**src/rtl/message_slicer_fifo.sv**
```systemverilog
// Wide-word FIFO for the message slicer: power-of-two depth, wrapping
// pointers, and an occupancy count one bit wider than the pointers so that
// full and empty can be told apart.
module message_slicer_fifo #(
    parameter int DATA_WIDTH = 128,
    parameter int DEPTH      = 16,
    parameter int LOG_DEPTH  = 4
) (
    input  logic                  clk,
    input  logic                  rst_n,
    input  logic                  wr,
    input  logic [DATA_WIDTH-1:0] wr_data,
    input  logic                  rd,
    output logic [DATA_WIDTH-1:0] rd_data,
    output logic [LOG_DEPTH:0]    count,
    output logic                  full,
    output logic                  empty
);

    localparam logic [LOG_DEPTH:0] COUNT_FULL = (LOG_DEPTH+1)'(DEPTH);

    logic [DATA_WIDTH-1:0] mem [DEPTH];
    logic [LOG_DEPTH-1:0]  wr_ptr;
    logic [LOG_DEPTH-1:0]  rd_ptr;
    logic                  do_wr;
    logic                  do_rd;

    assign full    = (count == COUNT_FULL);
    assign empty   = (count == '0);
    assign do_wr   = wr && !full;
    assign do_rd   = rd && !empty;
    assign rd_data = mem[rd_ptr];

    // Storage array; contents need no reset since only occupied entries are read.
    always_ff @(posedge clk) begin
        if (do_wr) begin
            mem[wr_ptr] <= wr_data;
        end
    end

    // Pointers wrap naturally because the depth is a power of two.
    always_ff @(posedge clk or negedge rst_n) begin
        if (!rst_n) begin
            wr_ptr <= '0;
            rd_ptr <= '0;
            count  <= '0;
        end else begin
            if (do_wr) begin
                wr_ptr <= wr_ptr + LOG_DEPTH'(1);
            end
            if (do_rd) begin
                rd_ptr <= rd_ptr + LOG_DEPTH'(1);
            end
            case ({do_wr, do_rd})
                2'b10:   count <= count + (LOG_DEPTH+1)'(1);
                2'b01:   count <= count - (LOG_DEPTH+1)'(1);
                default: count <= count;
            endcase
        end
    end

endmodule

```
**src/rtl/message_slicer.sv**
```systemverilog
// Serialiser: buffers wide words and emits them one WIDTH-bit slice per clock,
// most-significant slice first. Words arriving while the buffer is full are
// dropped and latch a sticky error flag.
module message_slicer #(
    parameter int N_SLICES          = 4,
    parameter int LOG_N_SLICES      = 2,
    parameter int WIDTH             = 32,
    parameter int BUFFER_LENGTH     = 16,
    parameter int LOG_BUFFER_LENGTH = 4
) (
    input  logic                      clk,
    input  logic                      rst_n,
    input  logic [WIDTH*N_SLICES-1:0] in_data,
    input  logic                      in_nd,
    output logic [WIDTH-1:0]          out_data,
    output logic                      out_nd,
    output logic                      error
);

    localparam int                         DATA_WIDTH = WIDTH * N_SLICES;
    localparam logic [LOG_N_SLICES-1:0]    LAST_SLICE = LOG_N_SLICES'(N_SLICES - 1);
    localparam logic [LOG_BUFFER_LENGTH:0] COUNT_FULL = (LOG_BUFFER_LENGTH+1)'(BUFFER_LENGTH);

    logic [DATA_WIDTH-1:0]        head;
    logic [LOG_BUFFER_LENGTH:0]   count;
    logic                         full;
    logic                         empty;
    logic                         push;
    logic                         pop;
    logic [LOG_N_SLICES-1:0]      slice_cnt;
    logic [WIDTH-1:0]             slices [N_SLICES];

    // Occupancy is judged on the registered count, before any same-edge pop.
    assign push = in_nd && (count < COUNT_FULL);
    assign pop  = !empty && (slice_cnt == LAST_SLICE);

    // Slice 0 is the most-significant WIDTH bits of the head word.
    for (genvar k = 0; k < N_SLICES; k++) begin : g_slice
        assign slices[k] = head[WIDTH*(N_SLICES-k)-1 -: WIDTH];
    end

    message_slicer_fifo #(
        .DATA_WIDTH (DATA_WIDTH),
        .DEPTH      (BUFFER_LENGTH),
        .LOG_DEPTH  (LOG_BUFFER_LENGTH)
    ) u_fifo (
        .clk     (clk),
        .rst_n   (rst_n),
        .wr      (push),
        .wr_data (in_data),
        .rd      (pop),
        .rd_data (head),
        .count   (count),
        .full    (full),
        .empty   (empty)
    );

    // Slice sequencing and output register; out_data holds while idle.
    always_ff @(posedge clk or negedge rst_n) begin
        if (!rst_n) begin
            slice_cnt <= '0;
            out_data  <= '0;
            out_nd    <= 1'b0;
        end else if (!empty) begin
            out_data <= slices[slice_cnt];
            out_nd   <= 1'b1;
            if (slice_cnt == LAST_SLICE) begin
                slice_cnt <= '0;
            end else begin
                slice_cnt <= slice_cnt + LOG_N_SLICES'(1);
            end
        end else begin
            out_nd <= 1'b0;
        end
    end

    // Sticky overflow flag, cleared only by reset.
    always_ff @(posedge clk or negedge rst_n) begin
        if (!rst_n) begin
            error <= 1'b0;
        end else if (in_nd && full) begin
            error <= 1'b1;
        end
    end

endmodule

```
**config.mk**
```make
export PLATFORM = sky130hd
export DESIGN_NAME = message_slicer
export DESIGN_NICKNAME = d
export VERILOG_FILES = /design/src/rtl/message_slicer_fifo.sv /design/src/rtl/message_slicer.sv
export SDC_FILE = /design/constraint.sdc
export NUM_CORES = 2
export LEC_CHECK = 0
export CAP_MARGIN = 0
export CORE_MARGIN = 10
export CORE_UTILIZATION = 58
export CTS_BUF_LIST = sky130_fd_sc_hd__clkbuf_8
export DETAILED_ROUTE_END_ITERATION = 8
export GPL_TIMING_DRIVEN = 0
export PLACE_DENSITY = 0.89
export SYNTH_ARGS = -nofsm -noshare
export SYNTH_HDL_FRONTEND = slang
export SYNTH_SLANG_ARGS = --single-unit
export TNS_END_PERCENT = 50
```
**constraint.sdc**
```tcl
create_clock -name clk -period 10.8 [get_ports clk]
set_input_delay 2.16 -clock clk [delete_from_list [all_inputs] [get_ports clk]]
set_output_delay 2.16 -clock clk [all_outputs]
set_load 0.02 [all_outputs]
```
==> results.md <==
Clock tree:
- The root buffer cell is sky130_fd_sc_hd__clkbuf_8.
- The clock buffer count from CTS is about 330.
- Clock tree synthesis found a total of approximately 2100 sinks.
- After clock tree synthesis, the setup repair step added 0 buffers.
- The count of cells resized by post-cts repair is 0.
- The clock tree from TritonCTS is built.
- The clock passes through at most 4 buffers.
- The level count of the clock H-tree is 5.
- The number of hold buffers added after CTS was 0.
- The clock latency on the worst-skew pair is ~1000 ps.
- Clock-pin slew was measured on the worst setup and hold paths at 60 ps.

Power:
- The net switching fraction of the power is a little over a third.
- Combinational cells account for approximately a third of the total power.
- The worst-case IR drop observed on VDD is between 200 and 250 uV.
- The fraction of power consumed by the clock network is roughly a quarter.
- The power per standard cell area is around 260 mW/mm^2.
- The leakage power summed over all cells is around 30 nW.
- The internal portion of the total power is between 0.015 and 0.02 W.
- The share of total power dissipated in sequential elements is about two fifths.
- For this design the total switching power over the nets is ~0.0086 W.

Finish:
- At the end of the flow the core is filled with cells to roughly 67%.
- The post-route netlist has just over 20% of its cells at a drive strength greater than 1.
- The number of standard cells in the layout, taps in and fillers out is 6344.
- The finished cells cover approximately 0.092 mm^2.
- Leaving out fill and tap cells, the most frequent cell in the layout is sky130_fd_sc_hd__edfxtp_1.
- The count of fill cells added during filler insertion is between 7000 and 8000.
- Relative to the synthesized area, the layout overhead comes to 14.3%.
- In the layout the commonest cells are sky130_fd_sc_hd__edfxtp_1, sky130_fd_sc_hd__mux2i_1, sky130_fd_sc_hd__clkbuf_8.
- The net count of the finished layout is ~4500.

Drt:
- The mean number of vias per cell is 7.20.
- The routed design uses between 100000 and 150000 um of met2 wire.
- The number of detailed-routing iterations run before antenna repair is 7.
- After the first detailed-routing iteration, the DRC count stood at around 8000.
- After detailed routing, the total wire length is 234000 um.
- For this block, wires on met1 add up to ~73000 um.
- After detailed routing, no signal wire sits above met5.
- In the detailed route, the total length drawn on met3 is around 35000 um.
- The count of nets left with antenna violations after detail routing is 0.
- Dividing the detail-routed wire length by the instance count gives approximately 37 um.
- The vias after detailed routing is around 46000.
- The count of unresolved DRC violations after routing is 0.

Run status:
- The final reports fail on max-capacitance violations, max-slew violations.
- The run finished, with violations left.

STA:
- The worst path in the final design needs a cycle of 4820 ps, including I/O delays and setup.
- Derived from the worst setup path, the maximum achievable clock frequency is approximately 0.21 GHz.
- Setup repair after global routing left no endpoint under its margin.
- The number of hold-slack violations in the final timing report is 0.
- The worst clock skew is 74.0 ps.
- The transition time of the tightest slew-check pin is approximately 1600 ps.
- The worst slew margin relative to its limit is -7.16%.
- The fraction of the cycle the final worst path needs is 44.7%.
- The max-slew violation count came to 25.
- Setup violations remaining at the end of the flow were counted as 0.

Critical path:
- The endpoint kind of the worst setup timing path is a register.
- The endpoint arrival time on the critical path is 5540 ps.
- The signal on the critical path passes through clkdlybuf4s50_1 > nor2b_1 > clkbuf_1 > nand2_1 > nor3_2 > buf_6 > buf_6 > buf_6 > buf_4 > buf_6 > buf_4.
- The critical-path cell with the highest stage delay is sky130_fd_sc_hd__nor3_2.
- The cell occurring most often along the worst timing path is sky130_fd_sc_hd__buf_6.
- Of all nets on the critical path, the largest fanout is 12.
- The worst setup path is launched from a primary input.
- On the worst path, the slowest cell contributes a delay of between 600 and 700 ps.
- The worst path required time is around 12000 ps.
- The critical path in this run is classified as in -> reg.

Global routing:
- The maximum number of pins on one net before global-route repair is 35.
- The global-route wire length before repair is 332000 um.
- The overflow left after global routing is 0.
- The initial antenna violation count came to 17.
- The number of global-route vias before repair was around 47000.
- The global-route total usage across every layer is a little under a third.

Floorplan:
- During I/O placement, the number of pins put on the boundary was ~170.
- Measured along the x axis, the die boundary spans between 300 and 400 um.
- Row generation in the floorplan step produced 136 rows.
- The initial utilization of the core area, before any placement, comes to between 50% and 60%.
- The overall die area is 0.154 mm^2.
- The die boundary height is about 390 um.
- The core region is 0.138 mm^2.

Min path:
- The kind of path behind the tightest hold check is reg -> reg.

Synthesis:
- The complex-gate fraction of the synthesized area is about 4.3%.
- The mapped cell area is around 0.08 mm^2.
- After Yosys synthesis, XOR and XNOR cells account for less than 1% of the synthesized area.
- After synthesis, the mean cell area works out to ~22 um^2.
- The number of nets in the synthesized netlist is 3867.
- The sequential share of the synthesized area is just under 80%.
- By area, the combinational part of the netlist is dominated by multiplexers.
- The number of instances in the synthesized netlist is around 3700.
- The mux contribution to synthesized area is 15.3%.
- After synthesis the netlist holds a flip-flop and latch count of about 2100.
- Of the total synthesized cell area, the portion taken by full adders, half adders and majority gates is less than 1%.
- The Yosys warning count is 0.
- The distinct cell type count of the synthesized netlist is 43.
- The share of synthesized cell area in and, or, nand and nor gates is less than 1%.

Flow run:
- Max-cap violations in this run came to 5.

Placement:
- The weighted congestion reported at the end of routability-driven placement is 0.850.
- The cell area after placement is around 0.086 mm^2.
- Port buffering added between 150 and 200 buffers.
- After legalization and detailed placement, the total HPWL measured 141000 um.
- The number of instances in the placed design is ~5800.
power groups by stage:
stage / Sequential (W) / Clock (W) / Combinational (W)
after global routing: 0.00985 / 0.00646 / 0.00825
after floorplan: 0.0101 / 0 / 0.00448
after detailed placement: 0.00996 / 0 / 0.00763
final: 0.00984 / 0.00614 / 0.00816
after CTS: 0.00982 / 0.00611 / 0.00786
after global placement: 0.0101 / 0 / 0.00709
final cells by class:
cell class | instances | area (um^2) | area share [%]
buffer | 223 | 1120 | 1.22
timing repair buffer | 256 | 3350 | 3.64
tap | 1794 | 2240 | 2.44
clock inverter | 217 | 1040 | 1.13
multi-input combinational | 1401 | 16700 | 18.2
antenna | 8 | 20.0 | 0.0218
inverter | 5 | 18.8 | 0.0204
clock buffer | 343 | 4720 | 5.13
sequential | 2097 | 62700 | 68.2
kinds of logic (layout without fill, tap and decap cells):
family,count (synthesis),in the layout
DFF,2097,2097
muxes,802,802
AOI/OAI and AO/OA,460,460
buffers and inverters,228,1044
and+or+nand+nor,116,116
xor gates and xnor gates,13,13
adders and majority gates,10,10
other,0,8
sequential cells by signal (all words and copies together) (netlist names):
name,flops
out_data,32
u_fifo.rd_ptr,4
error,1
u_fifo.wr_ptr,4
u_fifo.mem,2048
u_fifo.count,5
slice_cnt,2
out_nd,1
worst max-delay path: cells and delay by family:
family        cells  cell delay, ps
buf+inv           8            2190
simple gates      3            1160
final timing paths:
| check | start | endpoint | slack, ps | cells past startpoint |
|---|---|---|---|---|
| max | in_nd | u_fifo.mem[2][13] | 5980 | 11 |
| min | out_data[6] | out_data[6] | 510 | 1 |
| max reg2reg | u_fifo.count[1] | u_fifo.count[4] | 6570 | 17 |
| min reg2reg | out_data[6] | out_data[6] | 510 | 1 |
| max in group asynchronous | rst_n | out_data[20] | 9050 | 2 |
| min in group asynchronous | rst_n | out_data[2] | 1060 | 1 |
cells in the mapped netlist:
library cell / n / area [um^2]
sky130_fd_sc_hd__buf_8: 3 / 45.0
sky130_fd_sc_hd__nor4_1: 1 / 6.26
sky130_fd_sc_hd__mux4_1: 64 / 1680
sky130_fd_sc_hd__a31o_2: 1 / 8.76
sky130_fd_sc_hd__o21a_1: 1 / 7.51
sky130_fd_sc_hd__dfrtp_1: 49 / 1230
sky130_fd_sc_hd__nand3_1: 33 / 165
sky130_fd_sc_hd__a21oi_1: 2 / 10.0
sky130_fd_sc_hd__a22oi_1: 161 / 1210
sky130_fd_sc_hd__buf_1: 15 / 56.3
sky130_fd_sc_hd__inv_1: 5 / 18.8
sky130_fd_sc_hd__mux2_2: 34 / 383
sky130_fd_sc_hd__a21boi_0: 1 / 7.51
sky130_fd_sc_hd__mux4_2: 256 / 5770
sky130_fd_sc_hd__clkbuf_1: 79 / 297
sky130_fd_sc_hd__nand4_1: 1 / 6.26
sky130_fd_sc_hd__xor2_1: 7 / 61.3
sky130_fd_sc_hd__and2_1: 1 / 6.26
sky130_fd_sc_hd__buf_2: 107 / 536
sky130_fd_sc_hd__mux2i_1: 448 / 4480
sky130_fd_sc_hd__edfxtp_1: 2048 / 61500
sky130_fd_sc_hd__a221o_1: 32 / 320
sky130_fd_sc_hd__ha_1: 10 / 125
sky130_fd_sc_hd__buf_4: 4 / 30.0
sky130_fd_sc_hd__o21bai_1: 1 / 7.51
sky130_fd_sc_hd__clkbuf_4: 3 / 22.5
sky130_fd_sc_hd__a31oi_1: 32 / 200
sky130_fd_sc_hd__o22ai_1: 32 / 200
sky130_fd_sc_hd__o211ai_1: 32 / 240
sky130_fd_sc_hd__o22a_1: 1 / 8.76
sky130_fd_sc_hd__a21o_1: 1 / 7.51
sky130_fd_sc_hd__nor2b_1: 37 / 231
sky130_fd_sc_hd__o21ai_0: 34 / 170
sky130_fd_sc_hd__xnor2_1: 6 / 52.6
sky130_fd_sc_hd__a2111oi_0: 32 / 280
sky130_fd_sc_hd__nand2_1: 15 / 56.3
sky130_fd_sc_hd__nand2b_1: 4 / 25.0
sky130_fd_sc_hd__nor2_2: 1 / 6.26
sky130_fd_sc_hd__buf_6: 12 / 135
sky130_fd_sc_hd__nor3_1: 5 / 25.0
sky130_fd_sc_hd__nor2_1: 18 / 67.6
sky130_fd_sc_hd__a211oi_1: 64 / 480
sky130_fd_sc_hd__a22o_1: 33 / 289
per-stage QoR:
stage | TNS [ps] | power [W] | hold WS (ps) | setup slack, ps
CTS | 0 | 0.0238 | 516 | 6090
finish | 0 | 0.0241 | 509 | 5980
detailed placement | 0 | 0.0176 | 503 | 5100
global placement | -5439800 | 0.0172 | 457 | -7720
global route | 0 | 0.0246 | 533 | 5950
floorplan | -330630 | 0.0145 | 463 | -1290
layer usage:
layer	up-vias	GRT usage, %
met2	4894	46.7
met5	-	0
met4	12	18.6
met3	1192	11.5
li1	17000	-
met1	22600	35.9
Note: power is estimated with default switching activity, not from simulation.
